===== config.mk =====
export PLATFORM = sky130hd
export DESIGN_NAME = motion_ctrl_param_flat
export DESIGN_NICKNAME = d
export VERILOG_FILES = /design/src/rtl/motion_pkg.sv /design/src/rtl/motion_ctrl_param_if.sv /design/src/rtl/tick_divider.sv /design/src/rtl/motion_ctrl_param.sv /design/src/flat_wrapper.sv
export SDC_FILE = /design/constraint.sdc
export NUM_CORES = 1
export LEC_CHECK = 0
export ABC_AREA = 0
export CAP_MARGIN = 15
export CORE_ASPECT_RATIO = 1.2
export CORE_MARGIN = 10
export CORE_UTILIZATION = 50
export CTS_BUF_LIST = sky130_fd_sc_hd__clkbuf_2 sky130_fd_sc_hd__clkbuf_4 sky130_fd_sc_hd__clkbuf_8
export CTS_CLUSTER_DIAMETER = 50
export DETAILED_ROUTE_END_ITERATION = 10
export PLACE_DENSITY = 0.84
export SYNTH_ARGS = -nofsm -noshare
export SYNTH_HDL_FRONTEND = slang
export SYNTH_SLANG_ARGS = --single-unit

===== constraint.sdc =====
create_clock -name clk -period 2.5 [get_ports clk]
set_input_delay 0.5 -clock clk [delete_from_list [all_inputs] [get_ports clk]]
set_output_delay 0.5 -clock clk [all_outputs]
set_load 0.1 [all_outputs]

===== src/rtl/motion_pkg.sv =====
// Shared constants and the x-axis FSM encoding for the motion controller.
package motion_pkg;

   localparam int XMODE_WRAP   = 0;
   localparam int XMODE_BOUNCE = 1;

   localparam logic DIR_FWD = 1'b0;
   localparam logic DIR_REV = 1'b1;

   // The state encoding doubles as the x_dir output bit.
   typedef enum logic {
      ST_FWD = 1'b0,
      ST_REV = 1'b1
   } x_state_t;

endpackage


===== src/rtl/motion_ctrl_param_if.sv =====
// Control inputs and position outputs of motion_ctrl_param.
// The master side drives steering and enable; the slave side is the controller.
interface motion_ctrl_param_if #(
   parameter int XW = 9,
   parameter int YW = 10
);
   logic          enable;
   logic          left;
   logic          right;
   logic [XW-1:0] x_pos;
   logic [YW-1:0] y_pos;
   logic          x_dir;
   logic          x_edge;
   logic          at_y_min;
   logic          at_y_max;

   modport master (
      output enable, left, right,
      input  x_pos, y_pos, x_dir, x_edge, at_y_min, at_y_max
   );

   modport slave (
      input  enable, left, right,
      output x_pos, y_pos, x_dir, x_edge, at_y_min, at_y_max
   );
endinterface


===== src/rtl/tick_divider.sv =====
// Prescaler: one-cycle tick every TICK_DIV enabled clocks. Disabled cycles
// freeze the count, so the tick phase survives an enable gap.
module tick_divider #(
   parameter int TICK_DIV = 1
) (
   input  logic clk,
   input  logic reset,
   input  logic enable,
   output logic tick
);
   localparam int CW = (TICK_DIV > 1) ? $clog2(TICK_DIV) : 1;

   logic [CW-1:0] cnt_reg;

   if (TICK_DIV < 1) begin : g_bad_div
      $error("tick_divider: TICK_DIV must be >= 1");
   end

   assign tick = enable && (cnt_reg == CW'(TICK_DIV - 1));

   // Count enabled cycles, restarting at 0 on each tick.
   always_ff @(posedge clk or posedge reset) begin
      if (reset)       cnt_reg <= '0;
      else if (tick)   cnt_reg <= '0;
      else if (enable) cnt_reg <= cnt_reg + 1'b1;
   end
endmodule


===== src/rtl/motion_ctrl_param.sv =====
// Ball/paddle position updater: x auto-advances (wrap or bounce) on each
// motion tick, y is steered by left/right and clamped to [Y_MIN, Y_MAX].
// Optional feature macro: MOTION_CTRL_ACCEL_EN doubles the y step after
// ACCEL_TICKS consecutive ticks held in one direction.
import motion_pkg::*;

module motion_ctrl_param #(
   parameter int XW          = 9,
   parameter int YW          = 10,
   parameter int X_MIN       = 0,
   parameter int X_MAX       = 63,
   parameter int Y_MIN       = 84,
   parameter int Y_MAX       = 596,
   parameter int Y_INIT      = 340,
   parameter int STEP        = 1,
   parameter int TICK_DIV    = 1,
   parameter int X_MODE      = 0,
   parameter int ACCEL_TICKS = 8
) (
   input logic               clk,
   input logic               reset,
   motion_ctrl_param_if.slave bus
);
   // Two spare bits so Y_MIN + 2*STEP and y + 2*STEP never overflow.
   localparam int YX = YW + 2;

   if (Y_INIT < Y_MIN || Y_INIT > Y_MAX) begin : g_bad_init
      $error("motion_ctrl_param: Y_INIT outside [Y_MIN, Y_MAX]");
   end
   if (STEP < 1 || STEP > Y_MAX - Y_MIN) begin : g_bad_step
      $error("motion_ctrl_param: STEP outside [1, Y_MAX-Y_MIN]");
   end
   if (X_MAX <= X_MIN) begin : g_bad_x
      $error("motion_ctrl_param: X_MAX must exceed X_MIN");
   end
   if (X_MODE != XMODE_WRAP && X_MODE != XMODE_BOUNCE) begin : g_bad_mode
      $error("motion_ctrl_param: X_MODE must be 0 or 1");
   end

   logic          tick;
   x_state_t      state_reg, state_next;
   logic [XW-1:0] x_reg, x_next;
   logic [YW-1:0] y_reg, y_next;
   logic          edge_reg, edge_next;
   logic          at_min_reg, at_max_reg;
   logic [YX-1:0] step_eff;
   logic [YX-1:0] y_wide, y_sum, low_bound;

   tick_divider #(.TICK_DIV(TICK_DIV)) u_tick_divider (
      .clk    (clk),
      .reset  (reset),
      .enable (bus.enable),
      .tick   (tick)
   );

`ifdef MOTION_CTRL_ACCEL_EN
   localparam int HW = $clog2(ACCEL_TICKS + 1);

   logic [HW-1:0] hold_reg, hold_next;
   logic          hold_dir_reg, hold_dir_next;

   if (ACCEL_TICKS < 1) begin : g_bad_accel
      $error("motion_ctrl_param: ACCEL_TICKS must be >= 1");
   end

   // Track how long one direction has been held; a direction change
   // starts a fresh run with the changing tick counted as its first.
   always_comb begin
      hold_next     = hold_reg;
      hold_dir_next = hold_dir_reg;
      if (tick) begin
         if (bus.left ^ bus.right) begin
            hold_dir_next = bus.right;
            if (bus.right != hold_dir_reg)          hold_next = HW'(1);
            else if (hold_reg < HW'(ACCEL_TICKS))   hold_next = hold_reg + 1'b1;
         end else begin
            hold_next = '0;
         end
      end
   end

   // Step doubles only once the run has saturated.
   always_comb begin
      step_eff = (hold_reg == HW'(ACCEL_TICKS)) ? YX'(2 * STEP) : YX'(STEP);
   end

   // Hold-run counter register.
   always_ff @(posedge clk or posedge reset) begin
      if (reset) begin
         hold_reg     <= '0;
         hold_dir_reg <= 1'b0;
      end else begin
         hold_reg     <= hold_next;
         hold_dir_reg <= hold_dir_next;
      end
   end
`else
   assign step_eff = YX'(STEP);
`endif

   // Next-state logic for both axes; everything holds outside tick cycles.
   always_comb begin
      state_next = state_reg;
      x_next     = x_reg;
      y_next     = y_reg;
      edge_next  = 1'b0;
      y_wide     = YX'(y_reg);
      y_sum      = y_wide + step_eff;
      low_bound  = YX'(Y_MIN) + step_eff;
      if (tick) begin
         if (X_MODE == XMODE_BOUNCE) begin
            case (state_reg)
               ST_FWD: begin
                  if (x_reg == XW'(X_MAX)) begin
                     state_next = ST_REV;
                     x_next     = XW'(X_MAX - 1);
                     edge_next  = 1'b1;
                  end else begin
                     x_next = x_reg + 1'b1;
                  end
               end
               ST_REV: begin
                  if (x_reg == XW'(X_MIN)) begin
                     state_next = ST_FWD;
                     x_next     = XW'(X_MIN + 1);
                     edge_next  = 1'b1;
                  end else begin
                     x_next = x_reg - 1'b1;
                  end
               end
               default: state_next = ST_FWD;
            endcase
         end else begin
            if (x_reg == XW'(X_MAX)) begin
               x_next    = XW'(X_MIN);
               edge_next = 1'b1;
            end else begin
               x_next = x_reg + 1'b1;
            end
         end
         // Compare before stepping so the downward move cannot underflow.
         if (bus.left && !bus.right) begin
            y_next = (y_wide < low_bound) ? YW'(Y_MIN) : YW'(y_wide - step_eff);
         end else if (bus.right && !bus.left) begin
            y_next = (y_sum > YX'(Y_MAX)) ? YW'(Y_MAX) : YW'(y_sum);
         end
      end
   end

   // Position, direction and flag registers.
   always_ff @(posedge clk or posedge reset) begin
      if (reset) begin
         state_reg  <= ST_FWD;
         x_reg      <= XW'(X_MIN);
         y_reg      <= YW'(Y_INIT);
         edge_reg   <= 1'b0;
         at_min_reg <= (Y_INIT == Y_MIN);
         at_max_reg <= (Y_INIT == Y_MAX);
      end else begin
         state_reg  <= state_next;
         x_reg      <= x_next;
         y_reg      <= y_next;
         edge_reg   <= edge_next;
         at_min_reg <= (y_next == YW'(Y_MIN));
         at_max_reg <= (y_next == YW'(Y_MAX));
      end
   end

   assign bus.x_pos    = x_reg;
   assign bus.y_pos    = y_reg;
   assign bus.x_dir    = state_reg;
   assign bus.x_edge   = edge_reg;
   assign bus.at_y_min = at_min_reg;
   assign bus.at_y_max = at_max_reg;
endmodule


===== src/flat_wrapper.sv =====
// flat-port wrapper written by rule: the top's interface ports become plain ports
module motion_ctrl_param_flat 
#(
   parameter int XW          = 9,
   parameter int YW          = 10,
   parameter int X_MIN       = 0,
   parameter int X_MAX       = 63,
   parameter int Y_MIN       = 84,
   parameter int Y_MAX       = 596,
   parameter int Y_INIT      = 340,
   parameter int STEP        = 1,
   parameter int TICK_DIV    = 1,
   parameter int X_MODE      = 0,
   parameter int ACCEL_TICKS = 8
)
  (clk, reset, bus_enable, bus_left, bus_right, bus_x_pos, bus_y_pos, bus_x_dir, bus_x_edge, bus_at_y_min, bus_at_y_max);
  motion_ctrl_param_if #(.XW(XW), .YW(YW)) bus_i ();
  input logic clk;
  input logic reset;
  input wire logic [$bits(bus_i.enable)-1:0] bus_enable;
  input wire logic [$bits(bus_i.left)-1:0] bus_left;
  input wire logic [$bits(bus_i.right)-1:0] bus_right;
  output wire logic [$bits(bus_i.x_pos)-1:0] bus_x_pos;
  output wire logic [$bits(bus_i.y_pos)-1:0] bus_y_pos;
  output wire logic [$bits(bus_i.x_dir)-1:0] bus_x_dir;
  output wire logic [$bits(bus_i.x_edge)-1:0] bus_x_edge;
  output wire logic [$bits(bus_i.at_y_min)-1:0] bus_at_y_min;
  output wire logic [$bits(bus_i.at_y_max)-1:0] bus_at_y_max;
  assign bus_i.enable = bus_enable;
  assign bus_i.left = bus_left;
  assign bus_i.right = bus_right;
  assign bus_x_pos = bus_i.x_pos;
  assign bus_y_pos = bus_i.y_pos;
  assign bus_x_dir = bus_i.x_dir;
  assign bus_x_edge = bus_i.x_edge;
  assign bus_at_y_min = bus_i.at_y_min;
  assign bus_at_y_max = bus_i.at_y_max;
  motion_ctrl_param #(.XW(XW), .YW(YW), .X_MIN(X_MIN), .X_MAX(X_MAX), .Y_MIN(Y_MIN), .Y_MAX(Y_MAX), .Y_INIT(Y_INIT), .STEP(STEP), .TICK_DIV(TICK_DIV), .X_MODE(X_MODE), .ACCEL_TICKS(ACCEL_TICKS)) u_core (.clk(clk), .reset(reset), .bus(bus_i));
endmodule

==> qor.yml, run 1 <==
drive_gt1_frac: 0.462
worstSetupPathType: "register to register"
synth-edff-count: 0
drv_cap: 0
p_sw_frac: 0.557
wl_per_cell_um: 18.0
dp_hpwl_um: 4420
synth.distinct_cells: 53
grt_pass1_wl_um: 9230
hold-path-cell-count: 1
rows: 23
rrSetupSlack_ps: -230
irDropWorstVdd_mv: 1.25
period_needed_ps: 2730
yosysWarnings: 0
avgSynthCellArea_um2: 8.33
combPwrFrac: 0.743
async_flop_share: 1.00
seqPwrFrac: 0.188
ant_nets: 0
die-width_um: 73.5
crit_path_start_kind: "register"
rsz0062_at_grt: "true"
numCtsBuffers: 3
ff2ff_path_depth: 8
cts.clk_slew.worst_paths_ps: 90
synth.top_cell.area_share: 0.277
vias_per_cell: 5.95
drtPass1Iterations: 6
grt.total_usage: 0.184
routed_wl_um: 5850
power_density_mw_per_mm2: 1300
grt_pass1_vias: 1921
first_iter_violations: 171
internal_power_mw: 1.53
io_pins: 28
min_from: "u_core.bus.x_pos[8]$_DFFE_PP0P_"
grt_max_degree: 24
slew_headroom: 0.566
clockPowerShare: 0.069
netlist_top_cells_area: "dfrtp_1 (28%), dfstp_2 (6.1%), nand2_1 (5.0%), o21ai_0 (4.7%), nor2_1 (4.6%)"
design.core.area_mm2: 0.00334
htree_num_levels: 1
status: "complete, but fails checks"
fp.dieH_um: 84.2
global_route.overflow_total: 0
antenna_found_initial: 0
p_sw_mw: 1.92
final-hold-violation-count: 0
min_period_over_period: 1.09
cp.arrival_ps: 2930
port_buffers: 26
cp.required_ps: 2700
placedCellCount: 314
largest_reg_flops: 10
numClockSinks: 23
synth_area_mm2: 0.00172
ctsLongestPathBuffers: 2
crit_fanout: 3
ff_latch_area_um2: 611
syn-num-nets: 215
final.setup_skew_ps: 4.84
worstMarginPinSlew_ps: 645
hold_class: "register to register"
cts_tree: "yes"
clock-root-buffer: "clkbuf_8"
start_util: 0.514
clk_latency_ps: 270
ys_ff_latch: 23
fin_util: 0.795
fin_cells: 325
dr_total_vias: 1933
worst_slack_ps: -234
reg2reg_to: "u_core.bus.at_y_max$_DFF_PP0_"
whs_endpoint: "u_core.bus.x_pos[8]$_DFFE_PP0P_"
synthToLayoutAreaGrowth_pct: 54.6
final_net_count: 298
remaining_drc_errors: 0
max_freq_mhz: 366
syn-instance-count: 206
ys_seq_area_frac: 0.338
finalSetupViolCount: 3
final.setup.tns_ps: -477
violations: "negative setup slack"
end_kind: "register"
final_max_slew_viol_count: 0
globalplace.congestion: 0.961
total_power_mw: 3.45
fillers: 217
synth_ff_type: "dfrtp_1"
die_area_mm2: 0.00619
place_ws_ps: -390
num_antenna_cells: 0
r2r_start: "u_core.bus.y_pos[5]$_DFF_PP0_"
synth_top_area_cell: "dfrtp_1"
leakage_nw: 1.21
multi_input_area_mm2: 0.00124
==> power by group through the flow <==
stage / logic, mW / registers (mW) / clock network (mW)
finish: 2.56 / 0.648 / 0.239
global route: 2.69 / 0.667 / 0.257
CTS: 2.43 / 0.645 / 0.241
detailed placement: 2.35 / 0.649 / 0
global placement: 2.33 / 0.641 / 0
floorplan: 0.808 / 1.44 / 0
==> repair_timing <==
item | 4_1_cts | 5_1_grt
endpoints found under the hold margin | 0 | 0
pin swaps | 2 | 11
cloned | 0 | 0
endpoints found under the setup margin | 3 | 6
resized for setup | 9 | 15
setup buffers | 3 | 4
hold buffers | 0 | 0
==> cells in the mapped netlist, types with 2 or more instances <==
| master | number |
|---|---|
| o21ai_1 | 2 |
| nand2_1 | 23 |
| buf_6 | 2 |
| nand4_1 | 7 |
| dfrtp_1 | 19 |
| inv_1 | 5 |
| ha_1 | 4 |
| nand2b_1 | 7 |
| o21ai_0 | 16 |
| a211oi_1 | 2 |
| a21o_1 | 5 |
| nand3_1 | 5 |
| a31oi_1 | 5 |
| nor2_1 | 21 |
| buf_2 | 5 |
| clkbuf_1 | 3 |
| o211ai_1 | 3 |
| o221ai_1 | 2 |
| dfstp_2 | 4 |
| and3_1 | 2 |
| or3_1 | 5 |
| nor3_1 | 13 |
| nor2b_1 | 4 |
| a21oi_1 | 3 |
| xnor2_1 | 6 |
| xor2_1 | 6 |
==> layout by cell type (no fill, tap or decap), drive strengths merged, types with 3 or more instances in the layout <==
cell type	synthesis	routed
nor3	14	14
o211ai	3	3
nor2	21	21
nand3	5	5
ha	4	4
xor2	6	6
o21ai	18	18
nand2b	7	7
inv	5	5
nand4	7	7
nand2	23	23
clkbuf	3	3
a21o	5	5
buf	8	85
dfrtp	19	19
dfstp	4	4
a21oi	3	3
xnor2	6	6
nor2b	4	4
a31oi	5	5
or3	6	6
clkdlybuf4s50	0	4
==> cell families (layout without fill, tap and decap cells) <==
family	count (synthesis)	after routing	synth area share
compound gates	51	51	0.212
xor+xnor	12	12	0.0612
fa+ha+maj	4	4	0.0292
buf+inv	16	98	0.0496
flops	23	23	0.338
mux	2	2	0.0124
other cells	1	1	0.00218
simple gates	97	97	0.295
==> critical path: stages (launching register included) <==
cell and delay, ps:
dfrtp_4 480, or3_4 420, or3_4 370, o311ai_2 210, nand2_1 80, a211o_1 270
o21bai_1 180, or4_4 500, nor3b_2 150
==> worst max path at each step <==
stage | start | endpoint | cells after the start
detailed placement | bus_right | u_core.bus.at_y_max$_DFF_PP0_ | 8
global route | u_core.bus.y_pos[0]$_DFF_PP0_ | u_core.bus.at_y_max$_DFF_PP0_ | 12
global placement | bus_right | u_core.bus.at_y_max$_DFF_PP0_ | 8
CTS | u_core.bus.y_pos[1]$_DFF_PP0_ | u_core.bus.at_y_max$_DFF_PP0_ | 8
floorplan | u_core.bus.y_pos[0]$_DFF_PP0_ | u_core.bus.at_y_max$_DFF_PP0_ | 9
finish | u_core.bus.y_pos[5]$_DFF_PP0_ | u_core.bus.at_y_max$_DFF_PP0_ | 8
==> through the flow <==
stage / area (µm²) / hold WS (ps)
2_1_floorplan: 1830 / 478
3_3_place_gp: 2430 / 518
3_5_place_dp: 2430 / 517
4_1_cts: 2550 / 533
5_1_grt: 2650 / 556
6_report: 2650 / 524
==> metal layers <==
metal / vias to the layer above / track usage / wire length [µm]
met5: - / 0 / 0
met3: 21 / 0.0412 / 331
li1: 914 / - / -
met2: 80 / 0.316 / 3080
met1: 918 / 0.207 / 2250
met4: 0 / 0.0815 / 192
==> final cells by class <==
type,count,share of cell area
clock inverter,1,0.00189
clock buffer,3,0.0156
sequential,23,0.230
timing repair buffer,89,0.260
multi-input combinational,167,0.468
tap,37,0.0174
inverter,5,0.00707
No activity file was read; power rests on OpenSTA's default activity.
==> inputs of run 2 (changes only) <==
Settings changed: CORE_UTILIZATION 50 to 40, PLACE_DENSITY 0.84 to 0.71.
==> qor.yml, run 2 (synthesis results as in run 1) <==
routed_wl_um: 5370
die-width_um: 79.8
dr_total_vias: 1837
critPathTopFamily: "simple AND/OR/NAND/NOR gates"
synthToLayoutAreaGrowth_pct: 51.8
start_util: 0.409
worstSetupPathType: "register to register"
critPathMaxStageDelay_ps: 530
grt_pass1_vias: 1850
r2r_start: "u_core.bus.y_pos[5]$_DFF_PP0_"
leakage_nw: 1.16
final-hold-violation-count: 0
final_common_cell: "buf_4"
crit_fanout: 3
status: "complete, but fails checks"
drv_cap: 0
fin_util: 0.621
drive_gt1_frac: 0.438
hold_class: "register to register"
power_density_mw_per_mm2: 1270
period_needed_ps: 2780
largest_reg_flops: 10
io_pins: 28
max_freq_mhz: 360
rsz0062_at_grt: "true"
p_sw_frac: 0.557
hold_ws_ps: 527
total_power_mw: 3.31
fillers: 362
violations: "negative setup slack"
global_route.overflow_total: 0
final_net_count: 291
globalplace.congestion: 0.893
clk_latency_ps: 270
cts.clk_slew.worst_paths_ps: 80
cts_tree: "yes"
design.core.area_mm2: 0.00420
finalSetupViolCount: 2
first_iter_violations: 91
fp.dieH_um: 91.8
crit_path_frequent_cell: "or3_4"
num_antenna_cells: 0
combPwrFrac: 0.736
internal_power_mw: 1.47
irDropWorstVdd_mv: 0.937
worst_slack_ps: -278
grt.total_usage: 0.148
rows: 26
drtPass1Iterations: 4
final.setup_skew_ps: 3.57
cp.arrival_ps: 2970
p_sw_mw: 1.85
dp_hpwl_um: 4330
wl_per_cell_um: 15.9
place_ws_ps: -453
numClockSinks: 23
crit_path_start_kind: "register"
cp.required_ps: 2690
min_from: "u_core.bus.x_pos[4]$_DFFE_PP0P_"
seqPwrFrac: 0.194
port_buffers: 26
grt_pass1_wl_um: 9000
worst-path-buf-inv: 0
final_cell_mix: "buf_4 (78), nand2_1 (21), nor2_1 (19), o21ai_0 (14), dfrtp_1 (13)"
min_period_over_period: 1.11
remaining_drc_errors: 0
critPathSlowestCell: "or4_4"
final_max_slew_viol_count: 0
numCtsBuffers: 3
ctsLongestPathBuffers: 2
cp_cell_sequence: "or3_4 -> or3_4 -> o311ai_2 -> nand2_1 -> a211o_1 -> o21bai_1 -> or4_4 -> nor3b_2"
worstMarginPinSlew_ps: 545
hold_buffers: 0
antenna_found_initial: 0
ant_nets: 0
htree_num_levels: 1
clockPowerShare: 0.070
vias_per_cell: 5.45
clock-root-buffer: "clkbuf_8"
setup.worst_path.start: "u_core.bus.y_pos[5]$_DFF_PP0_"
slew_headroom: 0.634
die_area_mm2: 0.00732
grt_max_degree: 24
end_kind: "register"
==> run 2: changes by cell type in the layout (fill, tap and decap cells not counted), sizes merged <==
cell | before | now
buf | 85 | 78
clkinv | 1 | 0
clkinvlp | 0 | 1
==> run 2: through the flow <==
stage / instances / cell area (µm²) / TNS [ps]
2_1_floorplan: 206 / 1830 / -694
3_3_place_gp: 331 / 2440 / -771
3_5_place_dp: 331 / 2440 / -996
4_1_cts: 337 / 2560 / -478
5_1_grt: 337 / 2610 / -746
6_report: 337 / 2610 / -527
==> run 2: path summary, 6_finish.rpt <==
path                                                                   to  slack [ps]  cells after the start
min in group asynchronous       u_core.u_tick_divider.cnt_reg$_DFFE_PP0P_         570                      3
max in group asynchronous                   u_core.bus.y_pos[2]$_DFF_PP1_        1650                      3
worst max-delay path                        u_core.bus.at_y_max$_DFF_PP0_        -280                      8
worst min-delay path                      u_core.bus.x_pos[4]$_DFFE_PP0P_         530                      1
worst min register to register            u_core.bus.x_pos[4]$_DFFE_PP0P_         530                      1
worst max register to register              u_core.bus.at_y_max$_DFF_PP0_        -280                      8
==> run 2: per-layer routing <==
layer	global-route usage	part of all wire
met5	0	0
met4	0.0544	0.019
met3	0.0176	0.042
met2	0.259	0.51
met1	0.180	0.43
==> run 2: power by group through the flow <==
stage               registers (mW)  clock network, mW  logic (mW)
floorplan                     1.44                  0       0.808
global placement             0.646                  0        2.30
detailed placement           0.646                  0        2.31
CTS                          0.641              0.241        2.40
global route                 0.664              0.259        2.58
finish                       0.643              0.233        2.44
==> run 2: what timing repair did <==
action,CTS,global route
pin swaps,5,5
buffers inserted,2,0
cloned,0,0
setup endpoints to repair,3,5
resized for setup,9,7
==> run 2: area by class of cell <==
class | instances | area, µm² | area share
well taps | 56 | 70.1 | 0.0269
multi-input cells | 167 | 1230 | 0.473
clock buffers | 3 | 41.3 | 0.0158
inverters | 5 | 18.8 | 0.00720
flip-flops and latches | 23 | 611 | 0.234
repair buffers | 82 | 626 | 0.240
clock inverters | 1 | 7.51 | 0.00288
==> run 2: worst reg2reg max path: cells and delay by family, from the launching register on <==
| kind | cells | cell delay, ps |
|---|---|---|
| simple gates | 5 | 1570 |
| compound gates | 3 | 650 |
| flops | 1 | 480 |
==> inputs of run 3 (changes only) <==
Settings changed: CORE_UTILIZATION 40 to 45, PLACE_DENSITY 0.71 to unset, PLACE_DENSITY_LB_ADDON set to 0.15, SLEW_MARGIN set to 20.
==> qor.yml, run 3 (synthesis results as in run 1) <==
irDropWorstVdd_mv: 0.967
dr_total_vias: 1955
rsz0062_at_grt: "true"
grt_pass1_wl_um: 9460
fin_cells: 349
io_pins: 28
drive_gt1_frac: 0.522
htree_num_levels: 1
rows: 24
cp.required_ps: 2690
fp.dieH_um: 87.7
final-hold-violation-count: 0
leakage_nw: 1.27
hold_buffers: 0
finalSetupViolCount: 7
hold_class: "register to register"
ff2ff_path_depth: 8
busiest_layer: "met2"
grt_max_degree: 24
final.setup_skew_ps: 0.884
die-width_um: 76.4
worst_slack_ps: -319
dp_hpwl_um: 4560
wl_per_cell_um: 17.6
power_density_mw_per_mm2: 1280
r2r_start: "u_core.bus.y_pos[5]$_DFF_PP0_"
gr-usage-met3: 0.0359
crit_fanout: 3
status: "complete, but fails checks"
drv_cap: 0
die_area_mm2: 0.00670
end_kind: "register"
min_from: "u_core.bus.x_pos[4]$_DFFE_PP0P_"
ctsLongestPathBuffers: 2
rrSetupSlack_ps: -320
first_iter_violations: 151
grt.total_usage: 0.172
final_net_count: 307
vias_per_cell: 5.60
placedCellCount: 334
worstSetupPathType: "register to register"
cp.arrival_ps: 3010
global_route.overflow_total: 0
final_max_slew_viol_count: 0
numClockSinks: 23
remaining_drc_errors: 0
hold-path-cell-count: 1
clk_latency_ps: 270
routed_wl_um: 6150
final_common_cell: "buf_4"
largest_reg_flops: 10
final.setup.tns_ps: -869
fin_util: 0.782
cts.clk_slew.worst_paths_ps: 80
drtPass1Iterations: 4
grt_pass1_vias: 2040
final_cell_mix: "buf_4 (86), nand2_1 (19), nor2_1 (16), dfrtp_1 (13), o21ai_0 (12)"
whs_endpoint: "u_core.bus.x_pos[4]$_DFFE_PP0P_"
start_util: 0.469
clock-root-buffer: "clkbuf_8"
num_antenna_cells: 0
use_met1: 0.186
max_freq_mhz: 355
synthToLayoutAreaGrowth_pct: 66.9
crit_path_start_kind: "register"
port_buffers: 26
cts_tree: "yes"
reg2reg_to: "u_core.bus.at_y_max$_DFF_PP0_"
violations: "negative setup slack"
place_ws_ps: -453
numCtsBuffers: 3
globalplace.congestion: 1.00
design.core.area_mm2: 0.00366
period_needed_ps: 2820
met2_usage: 0.314
min_period_over_period: 1.13
ant_nets: 0
antenna_found_initial: 0
-- run 3: changes by cell type in the layout (fill, tap and decap cells not counted), sizes merged --
cell / change
clkbuf: +1
buf: +16
clkinvlp: -1
-- run 3: how the worst max path moves through the flow --
| stage | endpoint | cells after the start | slack, ps | start |
|---|---|---|---|---|
| 6_report | u_core.bus.at_y_max$_DFF_PP0_ | 8 | -320 | u_core.bus.y_pos[5]$_DFF_PP0_ |
| 3_3_place_gp | u_core.bus.at_y_max$_DFF_PP0_ | 8 | -360 | bus_enable |
| 3_5_place_dp | u_core.bus.at_y_max$_DFF_PP0_ | 9 | -450 | bus_enable |
| 4_1_cts | u_core.bus.at_y_max$_DFF_PP0_ | 8 | -240 | u_core.bus.y_pos[5]$_DFF_PP0_ |
| 2_1_floorplan | u_core.bus.at_y_max$_DFF_PP0_ | 9 | -330 | u_core.bus.y_pos[0]$_DFF_PP0_ |
| 5_1_grt | u_core.bus.at_y_max$_DFF_PP0_ | 11 | -440 | u_core.bus.y_pos[0]$_DFF_PP0_ |
-- run 3: metrics by stage --
step	power, mW	instance area (µm²)	hold WS (ps)
4_1_cts	3.33	2580	526
2_1_floorplan	2.25	1830	478
3_3_place_gp	3.00	2490	507
6_report	3.67	2870	537
3_5_place_dp	3.03	2490	502
5_1_grt	3.86	2870	556
-- run 3: layout make-up --
cell class / instances / area [µm²]
multi-input combinational: 167 / 1340
fill: 244 / 798
timing repair buffer: 98 / 779
sequential: 23 / 611
tap: 52 / 65.1
clock buffer: 4 / 48.8
inverter: 5 / 21.3
-- run 3: report_power, final --
| group | switching, mW | internal [mW] | total [mW] |
|---|---|---|---|
| clock | 0.123 | 0.125 | 0.248 |
| sequential | 0.128 | 0.525 | 0.653 |
| combinational | 1.76 | 1.01 | 2.77 |
| total | 2.01 | 1.66 | 3.67 |
-- run 3: metal layers --
layer | routed length [µm] | vias up
li1 | - | 931
met1 | 2390 | 937
met2 | 3220 | 64
met3 | 294 | 23
met4 | 244 | 0
met5 | 0 | -
-- run 3: critical path: stages, from the launching register on --
cell,delay (ps)
dfrtp_4,480
or3_4,420
or3_4,390
o311ai_4,250
nand2_1,80
a211o_1,260
o21bai_1,160
or4_4,490
nor3b_2,210
-- run 3: what timing repair did --
item	in CTS	in global routing
setup endpoints to repair	4	8
resized for setup	8	44
pin swaps	3	16
buffers inserted	1	11
cloned	0	0
